$ cat src/rtl/div_unit.sv
// Sequential unsigned restoring divider: one quotient bit every two cycles
// (shift, then trial subtract), with a one-cycle done pulse on completion.
module div_unit #(
    parameter int WIDTH = 32
) (
    input  logic             clk,
    input  logic             rst_n,
    input  logic             go,
    input  logic [WIDTH-1:0] dividend,
    input  logic [WIDTH-1:0] divisor,
    output logic [WIDTH-1:0] quotient,
    output logic [WIDTH-1:0] remainder,
    output logic             busy,
    output logic             done,
    output logic             div_by_zero
);
    localparam int CW = $clog2(WIDTH + 1);

    typedef enum logic [1:0] {IDLE, DIV0, DIV1} state_t;

    state_t           state;
    logic             prev_go;
    logic             armed;
    logic [WIDTH:0]   r;
    logic [WIDTH-1:0] q;
    logic [WIDTH-1:0] d;
    logic [CW-1:0]    count;

    logic             launch;
    logic [WIDTH:0]   diff;
    logic [WIDTH:0]   r_next;
    logic [WIDTH-1:0] q_next;

    // R keeps one extra bit so the shifted partial remainder cannot overflow
    // when the divisor exceeds 2^(WIDTH-1); the stored remainder always fits WIDTH.
    always_comb begin
        launch = go & ~prev_go & armed & (state == IDLE);
        diff   = r - {1'b0, d};
        r_next = r;
        q_next = q;
        if (!diff[WIDTH]) begin
            r_next = diff;
            q_next = {q[WIDTH-1:1], 1'b1};
        end
    end

    // armed blocks a launch from a go that was already high when reset released.
    always_ff @(posedge clk or negedge rst_n) begin
        if (!rst_n) begin
            state       <= IDLE;
            prev_go     <= 1'b0;
            armed       <= 1'b0;
            r           <= '0;
            q           <= '0;
            d           <= '0;
            count       <= '0;
            quotient    <= '0;
            remainder   <= '0;
            busy        <= 1'b0;
            done        <= 1'b0;
            div_by_zero <= 1'b0;
        end else begin
            done    <= 1'b0;
            prev_go <= go;
            armed   <= armed | ~go;
            case (state)
                IDLE: begin
                    if (launch) begin
                        if (divisor != '0) begin
                            r           <= '0;
                            q           <= dividend;
                            d           <= divisor;
                            count       <= CW'(WIDTH);
                            div_by_zero <= 1'b0;
                            busy        <= 1'b1;
                            state       <= DIV0;
                        end else begin
                            quotient    <= '1;
                            remainder   <= dividend;
                            div_by_zero <= 1'b1;
                            done        <= 1'b1;
                        end
                    end
                end
                DIV0: begin
                    {r, q} <= {r[WIDTH-1:0], q, 1'b0};
                    state  <= DIV1;
                end
                DIV1: begin
                    r     <= r_next;
                    q     <= q_next;
                    count <= count - 1'b1;
                    if (count == CW'(1)) begin
                        quotient  <= q_next;
                        remainder <= r_next[WIDTH-1:0];
                        done      <= 1'b1;
                        busy      <= 1'b0;
                        state     <= IDLE;
                    end else begin
                        state <= DIV0;
                    end
                end
                default: state <= IDLE;
            endcase
        end
    end
endmodule

$ cat config.mk
export PLATFORM = sky130hd
export DESIGN_NAME = div_unit
export DESIGN_NICKNAME = d
export VERILOG_FILES = /design/src/rtl/div_unit.sv
export SDC_FILE = /design/constraint.sdc
export NUM_CORES = 1
export LEC_CHECK = 0
export ABC_AREA = 1
export ABC_CLOCK_PERIOD_IN_PS = 2280
export CAP_MARGIN = 20
export CORE_AREA = 2 2 209 108
export CTS_CLUSTER_SIZE = 24
export DETAILED_ROUTE_END_ITERATION = 8
export DIE_AREA = 0 0 211 110
export MAX_ROUTING_LAYER = met4
export PLACE_DENSITY_LB_ADDON = 0.25
export SLEW_MARGIN = 20
export SYNTH_ARGS = -nofsm -noshare
export SYNTH_HDL_FRONTEND = slang
export SYNTH_SLANG_ARGS = --single-unit
$ cat constraint.sdc
create_clock -name clk -period 2.28 [get_ports clk]
set_input_delay 0.456 -clock clk [delete_from_list [all_inputs] [get_ports clk]]
set_output_delay 0.456 -clock clk [all_outputs]
set_load 0.005 [all_outputs]
# Yosys cells after proc, flatten, opt, wreduce, memory -nomap -nowiden

Index checks and enable logic that the tools add are counted.
W data, S select, Z words.

$add $sub $neg: 2
Multiply operators: 0
Div/mod/pow operators: 0
Order comparisons: 0
Equality and inequality tests: 8
Shift operators: 0
Mux-type cells: 31
Bitwise operators: 6
Reduce and logical (&&, ||, !) cells: 12

Operators by type and width:

| operator              | count |
|---|---|
| $mux W32              | 8 |
| $pmux W32 S2          | 2 |
| $mux W33              | 3 |
| $pmux W33 S3          | 1 |
| $pmux W32 S3          | 1 |
| $sub A33 B32 Y33      | 1 |
| $reduce_bool A32 Y1   | 1 |
| $mux W6               | 2 |
| $pmux W6 S2           | 1 |
| $reduce_and A4 Y1     | 3 |
| $reduce_and A3 Y1     | 3 |
| $mux W1               | 8 |
| $ne A2 B2 Y1 const B  | 4 |
| $eq A6 B1 Y1 const B  | 1 |
| $pmux W2 S3           | 1 |
| $sub A6 B1 Y6 const B | 1 |
| $mux W2               | 2 |
| $pmux W1 S2           | 2 |
| $reduce_and A2 Y1     | 2 |
| $and A1 B1 Y1         | 3 |
| $reduce_bool A3 Y1    | 1 |
| $eq A2 B1 Y1 const B  | 1 |
| $eq A2 B2 Y1 const B  | 1 |
| $logic_not A2 Y1      | 1 |
| other kinds (4)       | 5 |

Bits in registers: 174
Latch bits: 0
Bits in writable memories: 0
Memory bits (read-only): 0
Output and inout port bits: 67
Memories: 0

# Depth between registers and ports, before layout

Gate-level depths: netlist (run 1).

Word-level depth: 6
Mapped depth: 21

# Worst setup path after synthesis (run 1)

OpenSTA, ideal clock, no wires.

Path kind: register to register
Start: register r[0]
End: register r[17]
Setup time: 116 ps
Data arrival time: 2151 ps
Slack: 12 ps
Cell stages (with the launch flop): 21
Path through: dfrtp_1 -> inv_1 -> ha_1 -> fa_1 -> inv_1 -> nand2_1 -> nand2_1 -> nand3_1 -> nand2_2 -> nand2_1 -> nand2_2 -> nand2_2 -> nand2_2 -> nand2_2 -> nand2_4 -> buf_8 -> nand2_1 -> nand3_1 -> nand2_1 -> nand2_1 -> nand2_1

Longest elaborated chain between the ends: 3

RTL lines:

| item                   | line | text |
|---|---|---|
| from (decl)            | 24   | `logic [WIDTH:0] r;` |
| from (signal assigned) | 86   | `{r, q} <= {r[WIDTH-1:0], q, 1'b0};` |
| from (signal assigned) | 90   | `r <= r_next;` |
| $sub A33 B32 Y33       | 38   | `diff = r - {1'b0, d};` |
| $mux W33               | 41   | `if (!diff[WIDTH]) begin` |
| $pmux W33 S3           | 66   | `case (state)` |

Every way passes these cells. The select of a mux whose other input is x is not followed.
A chain may end at the register's enable or synchronous reset.

# Worst setup path in the final report (run 1)

Start: register r[0]
End: register r[7]

Same word-level chain as after synthesis.

==> results of run 1 <==
==> repair_timing <==
action / in CTS / in global routing
hold endpoints to repair: 22 / 0
buffers inserted: 22 / 22
setup endpoints to repair: 169 / 129
gates cloned: 11 / 1
resized for setup: 143 / 190
hold buffers: 1 / 0
pin swaps: 28 / 66
==> kinds of logic after synthesis <==
kind of cell               Yosys count  synth area share (%)
and+or+nand+nor                    824                 30.74
buffers and inverters              305                 11.81
AOI/OAI and AO/OA                  225                 10.74
DFF                                174                 40.52
adders and majority gates           40                 4.728
xor gates and xnor gates            18                 1.467
==> final cells by class <==
class | instances | area (µm²) | area share (%)
clock buffer | 18 | 439.2 | 2.742
clock inverter | 14 | 135.1 | 0.8437
inverter | 250 | 940.9 | 5.875
multi-input combinational | 1110 | 6334 | 39.54
sequential | 174 | 4358 | 27.21
tap | 280 | 350.3 | 2.187
timing repair buffer | 365 | 3460 | 21.60
==> cell usage in the layout, fill, tap and decap left out, types with 6 or more instances in the layout <==
master           netlist  layout
xor2_1                 7       7
nor2_4                 2       7
nor2_2                 4      13
a21oi_1              145     110
inv_1                247     234
ha_1                  39      16
buf_6                  3      13
nand3_2                0      25
a21oi_2                1      33
nand3_1               50      21
buf_12                 0      20
buf_4                 15     193
inv_2                  2      14
clkdlybuf4s50_1        0     111
nand2_1              574     485
nand2_2               11      69
dfrtp_1              174     171
nand2_8                0       6
clkbuf_16              0      18
nand4_1                9       9
xnor2_1               11      11
ha_4                   0      23
nand3b_1               7       7
clkdlybuf4s15_1        0       7
o21ai_0               72      70
nor2_1               151     137
nand2_4                2      30
==> tightest hold or removal path: cells and delay by family <==
| family | cells | cell delay [ns] |
|---|---|---|
| simple gates | 1 | 0.04 |
| compound gates | 1 | 0.06 |
| buf+inv | 2 | 0.20 |
==> power groups by stage <==
| stage | Combinational [µW] | Clock (µW) | Sequential [µW] |
|---|---|---|---|
| 5_1_grt | 11200 | 3100 | 4810 |
| 3_5_place_dp | 8190 | 0 | 4720 |
| 2_1_floorplan | 4600 | 0 | 4620 |
| 4_1_cts | 9330 | 2970 | 4690 |
| 6_report | 10400 | 2960 | 4720 |
| 3_3_place_gp | 8050 | 0 | 4700 |
==> routing by layer <==
metal  wire length, µm  up-vias  track usage [%]
li1                  -     5547                -
met1             17970     5688            51.63
met2             17280      688            49.11
met3              4099      106            5.637
met4               988        0            8.099
met5                 0        -                -
==> final timing paths <==
kind | cells past startpoint | from | end
worst max-delay path | 21 | r[0] | r[7]
worst min-delay path | 4 | divisor[10] | d[10]
worst max register to register | 21 | r[0] | r[7]
worst min register to register | 2 | armed | armed
max in group asynchronous | 3 | rst_n | remainder[27]
min in group asynchronous | 2 | rst_n | d[10]
==> sequential cells by signal, summed over array words and instances, names as in the netlist <==
register and flops:
q 32, r 33, done 1, d 32
busy 1, prev_go 1, remainder 32, state 2
count 6, quotient 32, armed 1, div_by_zero 1
==> per-stage QoR <==
| stage | cells | utilization (%) |
|---|---|---|
| after floorplan | 1586 | - |
| after global placement | 2127 | 63.82 |
| after detailed placement | 2127 | 63.82 |
| after CTS | 2192 | 71.25 |
| after global routing | 2211 | 75.03 |
| final | 2211 | 75.03 |
==> reports/results.txt, run 1 <==
status - finished, violations left
violated checks - setup timing
I/O Buffers - 133
Initial Util - 50.33%
die height - 110 µm
clock skew - 0.01079 ns
DR vias/cell - 5.441
clock transition at the registers of the reported paths - 0.07 ns
flops & latches, synth - 174
drt initial violations - 1,311
die area - 23,210 µm²
Register-to-Register Setup Slack - -0.29 ns
fill cell count - 1,567
Sw Ratio - 43.42%
Power Internal - 10,200 µW
critical path's slowest cell - dfrtp_1
Primary FF master, synth - dfrtp_1
CTS buffer count - 17
Setup WS post-layout - -0.2856 ns
Worst path top cell family by delay - simple AND/OR/NAND/NOR gates
root buffer cell - clkbuf_16
P&R area growth vs syn - 49.06%
share of cells above drive strength 1 - 26.57%
CP Class - flip-flop to flip-flop
register area share after synthesis - 40.52%
Final setup viols - 67
syn avg cell area - 6.775 µm²
Worst path max stage delay - 0.38 ns
Max Fclk - 389.8 MHz
mapped cell area - 10,750 µm²
RSZ-0062 raised after global routing - true
clk_lat worst skew - 0.45 ns
Post-Syn Instances - 1,586
routed vias - 12,030
largest net degree at the start of global routing - 64
vias in the first global route - 11,000
Min-Delay Path Class - primary input to flip-flop
synth warn - 0
DP Worst Slack - -0.8948 ns
Maximum Capacitance Violations - 0
Yosys top cell area share - 40.52%
peak supply drop - 860.5 µV
Max Slew Vio Count - 0
# IOs - 134
Critical Path RT - 2.61 ns
GRT Residual Overflow - 0
FP Rows - 38
Routed Wire Length - 40,330 µm
Crit path arrival time - 2.90 ns
post-synth cell types - 37
top-count cell post-synth - nand2_1
Final min period - 2.566 ns
htree depth - 4
first-pass GRT wire length - 59,560 µm
Leak - 0.008269 µW
Final Power - 18,040 µW
Logic pwr share - 57.4%
Design Area, Final - 16,020 µm²
worst-case clock buffer depth - 2
initial antenna violation count - 0
P_sw - 7833 µW
Wirelength per Cell - 18.24 µm
CP most frequent cell - nand2_4
Async SR Flop Fraction - 100.0%
Buf/Inv on CP - 4
worst path cell trace - inv_2 -> ha_4 -> fa_2 -> inv_2 -> nand2_2 -> nand2_4 -> nand3_2 -> nand2_2 -> nand2_2 -> nand2_4 -> nand2_4 -> nand2_4 -> nand2_4 -> nand2_8 -> buf_12 -> buf_12 -> nand2_1 -> nand3_1 -> nand2_1 -> nand2_1 -> nand2_1
largest cells by area after synthesis - dfrtp_1 (41%), nand2_1 (20%), inv_1 (8.6%)
Reg power frac - 26.2%
pwr/cell area - 1126 nW/µm²
area leader, netlist - dfrtp_1
DRC - 0
DP HPWL - 25,730 µm
antenna-violating nets left - 0
Core Area - 21,350 µm²
Setup crit end kind - flip-flop
Tot GR Track Use - 34.62%
max_slew headroom - 68.52%
Post-Syn Nets - 1,693
CP max FO - 5
startpoint types - flip-flop
number of synthesized flops with an enable pin - 0
clk sinks - 174
n_diodes - 0
hold violation count in the final report - 0
Setup TNS Final - -7.900 ns
Clock power frac - 16.4%
Placer Congestion - 0.9923
CTS tree - yes
Die Wd - 211 µm
Area after DPL - 13,620 µm²
top cells by count, synth - nand2_1 (574), inv_1 (247), dfrtp_1 (174)
layout net count - 2,025
Hold Slack - 0.3410 ns
Tcrit/Tclk final - 112.5%
Worst-Margin Slew - 0.4722 ns
drt first pass iters - 9
Power figures use the tool's default switching activity.
==> run 2, diff against run 1 <==
- CORE_AREA: 2 2 209 108 -> 5 5 212 111
- DIE_AREA: 0 0 211 110 -> 0 0 217 116
==> reports/results.txt, run 2 (synthesized netlist as in run 1, its figures left out) <==
status - finished, violations left
violated checks - setup timing
Worst path top cell family by delay - simple AND/OR/NAND/NOR gates
Max Fclk - 396.0 MHz (+1.6%)
clk_lat worst skew - 0.47 ns (+0.02 ns)
DRC - 0 (unchanged)
most frequent cells in the layout - nand2_1 (467), inv_1 (230), buf_4 (192)
max_slew headroom - 68.57% (about the same)
busiest grt layer - met1
Critical Path RT - 2.64 ns (+0.03 ns)
htree depth - 4 (unchanged)
root buffer cell - clkbuf_16
max reg flops - 33 (unchanged)
worst path cell trace - ha_4 -> fa_2 -> inv_2 -> nand2_2 -> nand2_2 -> nand3_2 -> nand2_2 -> nand2_2 -> nand2_4 -> nand2_4 -> nand2_4 -> buf_6 -> nand2_8 -> nand2_8 -> buf_6 -> nand2_4 -> nand3_4 -> nand2_2 -> nand2_1 -> nand2_1
layout net count - 2,019 (-0.30%)
CTS buffer count - 17 (unchanged)
Wirelength per Cell - 18.09 µm (-0.83%)
peak supply drop - 645.4 µV (-25%)
Final Power - 18,190 µW (+0.84%)
pwr/cell area - 1136 nW/µm² (+0.89%)
Core Area - 21,350 µm² (unchanged)
worst-case clock buffer depth - 2 (unchanged)
Final min period - 2.525 ns (-0.04023 ns)
n_diodes - 0 (unchanged)
Crit path arrival time - 2.88 ns (-0.02 ns)
GRT Residual Overflow - 0 (unchanged)
CTS tree - yes
die area - 25,170 µm² (+8.5%)
GR Util met2 - 45.14% (-4.0 points)
Min-Delay Path Class - primary input to flip-flop
drt initial violations - 1,579 (+20%)
hold violation count in the final report - 0 (unchanged)
DP HPWL - 26,310 µm (+2.3%)
post-route core utilization - 74.99% (about the same)
Final Instance Count excl. Fillers - 2,205 (-0.27%)
FP Rows - 38 (unchanged)
Worst-Margin Slew - 0.4715 ns (-0.0007591 ns)
M1 GR Usage - 46.85% (-4.8 points)
routed vias - 11,840 (-1.6%)
Leak - 0.008288 µW (+0.24%)
P&R area growth vs syn - 48.99% (about the same)
Worst path max stage delay - 0.41 ns (+0.03 ns)
Setup WS post-layout - -0.2453 ns (+0.04023 ns)
vias in the first global route - 11,100 (+0.94%)
DR vias/cell - 5.367 (-1.3%)
die height - 116 µm (+5.5%)
DP Worst Slack - -0.7278 ns (+0.1670 ns)
clock transition at the registers of the reported paths - 0.08 ns (about the same)
first-pass GRT wire length - 60,260 µm (+1.2%)
Tcrit/Tclk final - 110.8% (-1.8 points)
startpoint types - flip-flop
Buf/Inv on CP - 3 (-1)
largest net degree at the start of global routing - 64 (unchanged)
most common cell after layout, fill and taps aside - nand2_1
Maximum Capacitance Violations - 0 (unchanged)
placed cell count - 2,123 (-0.19%)
Max Slew Vio Count - 0 (unchanged)
RSZ-0062 raised after global routing - true
# IOs - 134 (unchanged)
CP most frequent cell - nand2_2
Initial Util - 50.33% (unchanged)
clk sinks - 174 (unchanged)
share of cells above drive strength 1 - 26.91% (+0.34 points)
Setup crit end kind - flip-flop
Tot GR Track Use - 31.79% (-2.8 points)
I/O Buffers - 133 (unchanged)
Die Wd - 217 µm (+2.8%)
Reg with most FFs - r
drt first pass iters - 6 (-3)
CP max FO - 8 (+3)
met3 Usage GRT - 5.717% (+0.079 points)
antenna-violating nets left - 0 (unchanged)
initial antenna violation count - 0 (unchanged)
clock skew - 0.01403 ns (+0.003243 ns)
Final setup viols - 67 (unchanged)
CP Class - flip-flop to flip-flop
critical path's slowest cell - dfrtp_1
Placer Congestion - 0.9361 (-5.7%)
Routed Wire Length - 39,890 µm (-1.1%)
run 2: changes by cell type in the layout (fill, tap and decap cells not counted), sizes merged, moves of 2 or more:
cell,delta
clkinv,-3
buf,-7
inv,-2
dlygate4sd2,+3
clkdlybuf4s15,-5
clkdlybuf4s50,+6
run 2: final cells by class:
| class | instances | area [µm²] |
|---|---|---|
| inverters | 250 | 940.9 |
| repair buffers | 359 | 3425 |
| well taps | 280 | 350.3 |
| fillers | 1562 | 5339 |
| clock inverters | 11 | 131.4 |
| clock buffers | 21 | 450.4 |
| multi-input cells | 1110 | 6355 |
| flip-flops and latches | 174 | 4357 |
run 2: per-layer routing:
layer / routed length (µm) / up-vias
met3: 3779 / 101
met2: 16990 / 642
met1: 18070 / 5548
met4: 1051 / 0
met5: 0 / -
li1: - / 5544
run 2: worst paths after layout:
check,from,to,slack [ns],depth (start not counted)
max in group asynchronous,rst_n,q[3],0.99,3
hold / removal,divisor[5],d[5],0.26,3
hold reg to reg,armed,armed,0.48,2
setup reg to reg,d[0],r[24],-0.25,20
min in group asynchronous,rst_n,d[7],0.49,2
setup / recovery,d[0],r[24],-0.25,20
run 2: power by group:
group | total (µW) | leakage (µW) | switching, µW | internal, µW
Sequential | 4740 | 0.00204 | 575 | 4170
Clock | 3010 | 0.000275 | 1350 | 1650
Combinational | 10400 | 0.00597 | 5890 | 4550
run 2: what timing repair did:
item | in CTS | in global routing
hold buffers | 1 | 0
setup buffers | 27 | 15
pin swaps | 56 | 57
setup endpoints to repair | 162 | 127
gates resized for setup | 176 | 145
hold endpoints to repair | 35 | 0
gates cloned | 9 | 1
run 2: worst register-to-register path: stages (launching register included):
cell	delay (ns)
dfrtp_1	0.41
ha_4	0.18
fa_2	0.36
inv_2	0.07
nand2_2	0.05
nand2_2	0.07
nand3_2	0.07
nand2_2	0.08
nand2_2	0.07
nand2_4	0.08
nand2_4	0.08
nand2_4	0.10
buf_6	0.12
nand2_8	0.11
nand2_8	0.18
buf_6	0.13
nand2_4	0.05
nand3_4	0.07
nand2_2	0.05
nand2_1	0.05
nand2_1	0.04
run 2: metrics by stage:
| stage | area, µm² | TNS, ns | hold WS [ns] |
|---|---|---|---|
| final | 16010 | -10.33 | 0.2645 |
| after CTS | 15350 | -5.294 | 0.3585 |
| after detailed placement | 13610 | -105.91 | 0.4053 |
| after global routing | 16010 | -13.55 | 0.2750 |
| after global placement | 13610 | -102.04 | 0.4002 |
| after floorplan | 10750 | 0 | 0.1604 |
==> run 3, diff against run 2 <==
- RECOVER_POWER: unset -> 50
- SLEW_MARGIN: 20 -> 0
==> reports/results.txt, run 3 (synthesized netlist as in run 1, its figures left out) <==
status - finished, violations left
violated checks - setup timing
Final setup viols - 68 (+1.5%)
hold violation count in the final report - 0 (unchanged)
htree depth - 4 (unchanged)
DRC - 0 (unchanged)
clk_lat worst skew - 0.47 ns (about the same)
Critical Path RT - 2.64 ns (about the same)
Tot GR Track Use - 31.79% (unchanged)
Register-to-Register Setup Slack - -0.25 ns (about the same)
Max Fclk - 394.7 MHz (-0.32%)
fill cell count - 1,569 (+0.45%)
Final Instance Count excl. Fillers - 2,205 (unchanged)
reg2reg end - r[24]
clock skew - 0.01550 ns (+0.001465 ns)
Reg with most FFs - r
Tcrit/Tclk final - 111.1% (+0.36 points)
post-route core utilization - 74.88% (-0.11 points)
largest net degree at the start of global routing - 64 (unchanged)
CP Class - flip-flop to flip-flop
initial antenna violation count - 0 (unchanged)
startpoint types - flip-flop
pwr/cell area - 1138 nW/µm² (+0.19%)
GRT Residual Overflow - 0 (unchanged)
Die Wd - 217 µm (unchanged)
share of cells above drive strength 1 - 26.91% (unchanged)
die height - 116 µm (unchanged)
layout net count - 2,019 (unchanged)
CTS buffer count - 17 (unchanged)
Reg2Reg Launch Point - d[0]
Worst R2R Path Depth - 20 (unchanged)
most common cell after layout, fill and taps aside - nand2_1
die area - 25,170 µm² (unchanged)
critical path's slowest cell - dfrtp_1
RSZ-0062 raised after global routing - true
worst-case clock buffer depth - 2 (unchanged)
n_diodes - 0 (unchanged)
hold path cells - 3 (unchanged)
Wirelength per Cell - 18.15 µm (+0.34%)
DP HPWL - 26,310 µm (unchanged)
Maximum Capacitance Violations - 0 (unchanged)
Design Area, Final - 15,990 µm² (-0.15%)
Worst path max stage delay - 0.42 ns (about the same)
clk sinks - 174 (unchanged)
placed cell count - 2,123 (unchanged)
Area after DPL - 13,610 µm² (unchanged)
Setup crit end kind - flip-flop
clock transition at the registers of the reported paths - 0.08 ns (about the same)
Final min period - 2.533 ns (+0.008135 ns)
drt initial violations - 1,542 (-2.3%)
Setup WS post-layout - -0.2535 ns (-0.008135 ns)
CTS tree - yes
drt first pass iters - 9 (+3)
Final Power - 18,200 µW (about the same)
P&R area growth vs syn - 48.77%
Leak - 0.008279 µW (-0.11%)
Crit path arrival time - 2.89 ns (about the same)
DR vias/cell - 5.376 (+0.17%)
Max Slew Vio Count - 0 (unchanged)
Worst-Margin Slew - 1.141 ns (+0.6691 ns)
max reg flops - 33 (unchanged)
root buffer cell - clkbuf_16
I/O Buffers - 133 (unchanged)
# IOs - 134 (unchanged)
CP most frequent cell - nand2_2
Hold Startpoint - divisor[5]
max_slew headroom - 23.96% (-45 points)
first-pass GRT wire length - 60,260 µm (unchanged)
Hold Crit Endpoint - d[5]
Min-Delay Path Class - primary input to flip-flop
FP Rows - 38 (unchanged)
Placer Congestion - 0.9361 (unchanged)
Core Area - 21,350 µm² (unchanged)
Hold Slack - 0.2644 ns (-0.0001250 ns)
Initial Util - 50.33% (unchanged)
CP max FO - 8 (unchanged)
vias in the first global route - 11,100 (unchanged)
Multi-input gate area - 6355 µm² (unchanged)
register area - 4357 µm² (unchanged)
routed vias - 11,860 (+0.17%)
Routed Wire Length - 40,030 µm (+0.34%)
peak supply drop - 646.0 µV (+0.10%)
worst path cell trace - ha_4 -> fa_2 -> inv_2 -> nand2_2 -> nand2_2 -> nand3_2 -> nand2_2 -> nand2_2 -> nand2_4 -> nand2_4 -> nand2_4 -> buf_6 -> nand2_8 -> nand2_8 -> buf_6 -> nand2_4 -> nand3_4 -> nand2_2 -> nand2_1 -> nand2_1
antenna-violating nets left - 0 (unchanged)
most frequent cells in the layout - nand2_1 (467), inv_1 (230), buf_4 (190)
==> run 3: cell count changes in the layout (fill, tap and decap cells not counted) <==
cell / change
clkbuf_2: +1
dlygate4sd3_1: +1
buf_6: +1
buf_4: -2
buf_12: -2
clkbuf_4: +2
clkdlybuf4s50_1: -1
==> run 3: how the worst max path moves through the flow <==
stage               startpoint      endpoint  slack [ns]  cells after the start
CTS                       d[0]          r[9]       -0.14                     21
global route             r[14]         r[31]       -0.31                     18
finish                    d[0]         r[24]       -0.25                     20
global placement    divisor[0]  remainder[9]       -0.69                     11
detailed placement  divisor[0]  remainder[9]       -0.73                     11
floorplan                 r[0]         r[17]        0.01                     20
==> run 3: layout make-up <==
cell class / instances / area share (%)
clock buffer: 21 / 2.818
clock inverter: 11 / 0.8219
inverter: 250 / 5.886
multi-input combinational: 1110 / 39.75
sequential: 174 / 27.25
tap: 280 / 2.192
timing repair buffer: 359 / 21.27
==> run 3: routing by layer <==
metal	vias up	GRT usage (%)	wire, µm
met5	-	-	0
met4	0	8.666	968
met3	84	5.717	3737
met2	633	45.14	17120
met1	5580	46.85	18200
li1	5558	-	-
==> run 3: what timing repair did <==
item | CTS | global route
setup endpoints to repair | 162 | 127
setup buffers | 27 | 15
hold buffers | 1 | 0
resized for setup | 176 | 145
cloned | 9 | 1
endpoints found under the hold margin | 35 | 0
pin swaps | 56 | 57
==> run 3: critical path: cells and delay by family (launching register included) <==
family	cells	cell delay [ns]
adders and majority gates	2	0.54
buffers and inverters	3	0.32
DFF	1	0.42
and+or+nand+nor	15	1.14
==> run 3: power breakdown <==
part / leakage (µW) / switching (µW) / internal, µW
Combinational: 0.00596 / 5890 / 4540
Clock: 0.000275 / 1370 / 1650
Sequential: 0.00204 / 572 / 4170
Total: 0.00828 / 7830 / 10400
==> run 3: per-stage QoR <==
step | setup slack, ns | setup TNS [ns]
after floorplan | 0.01229 | 0
after global placement | -0.6890 | -102.04
after detailed placement | -0.7278 | -105.91
after CTS | -0.1397 | -5.294
after global routing | -0.3059 | -13.55
final | -0.2535 | -10.71
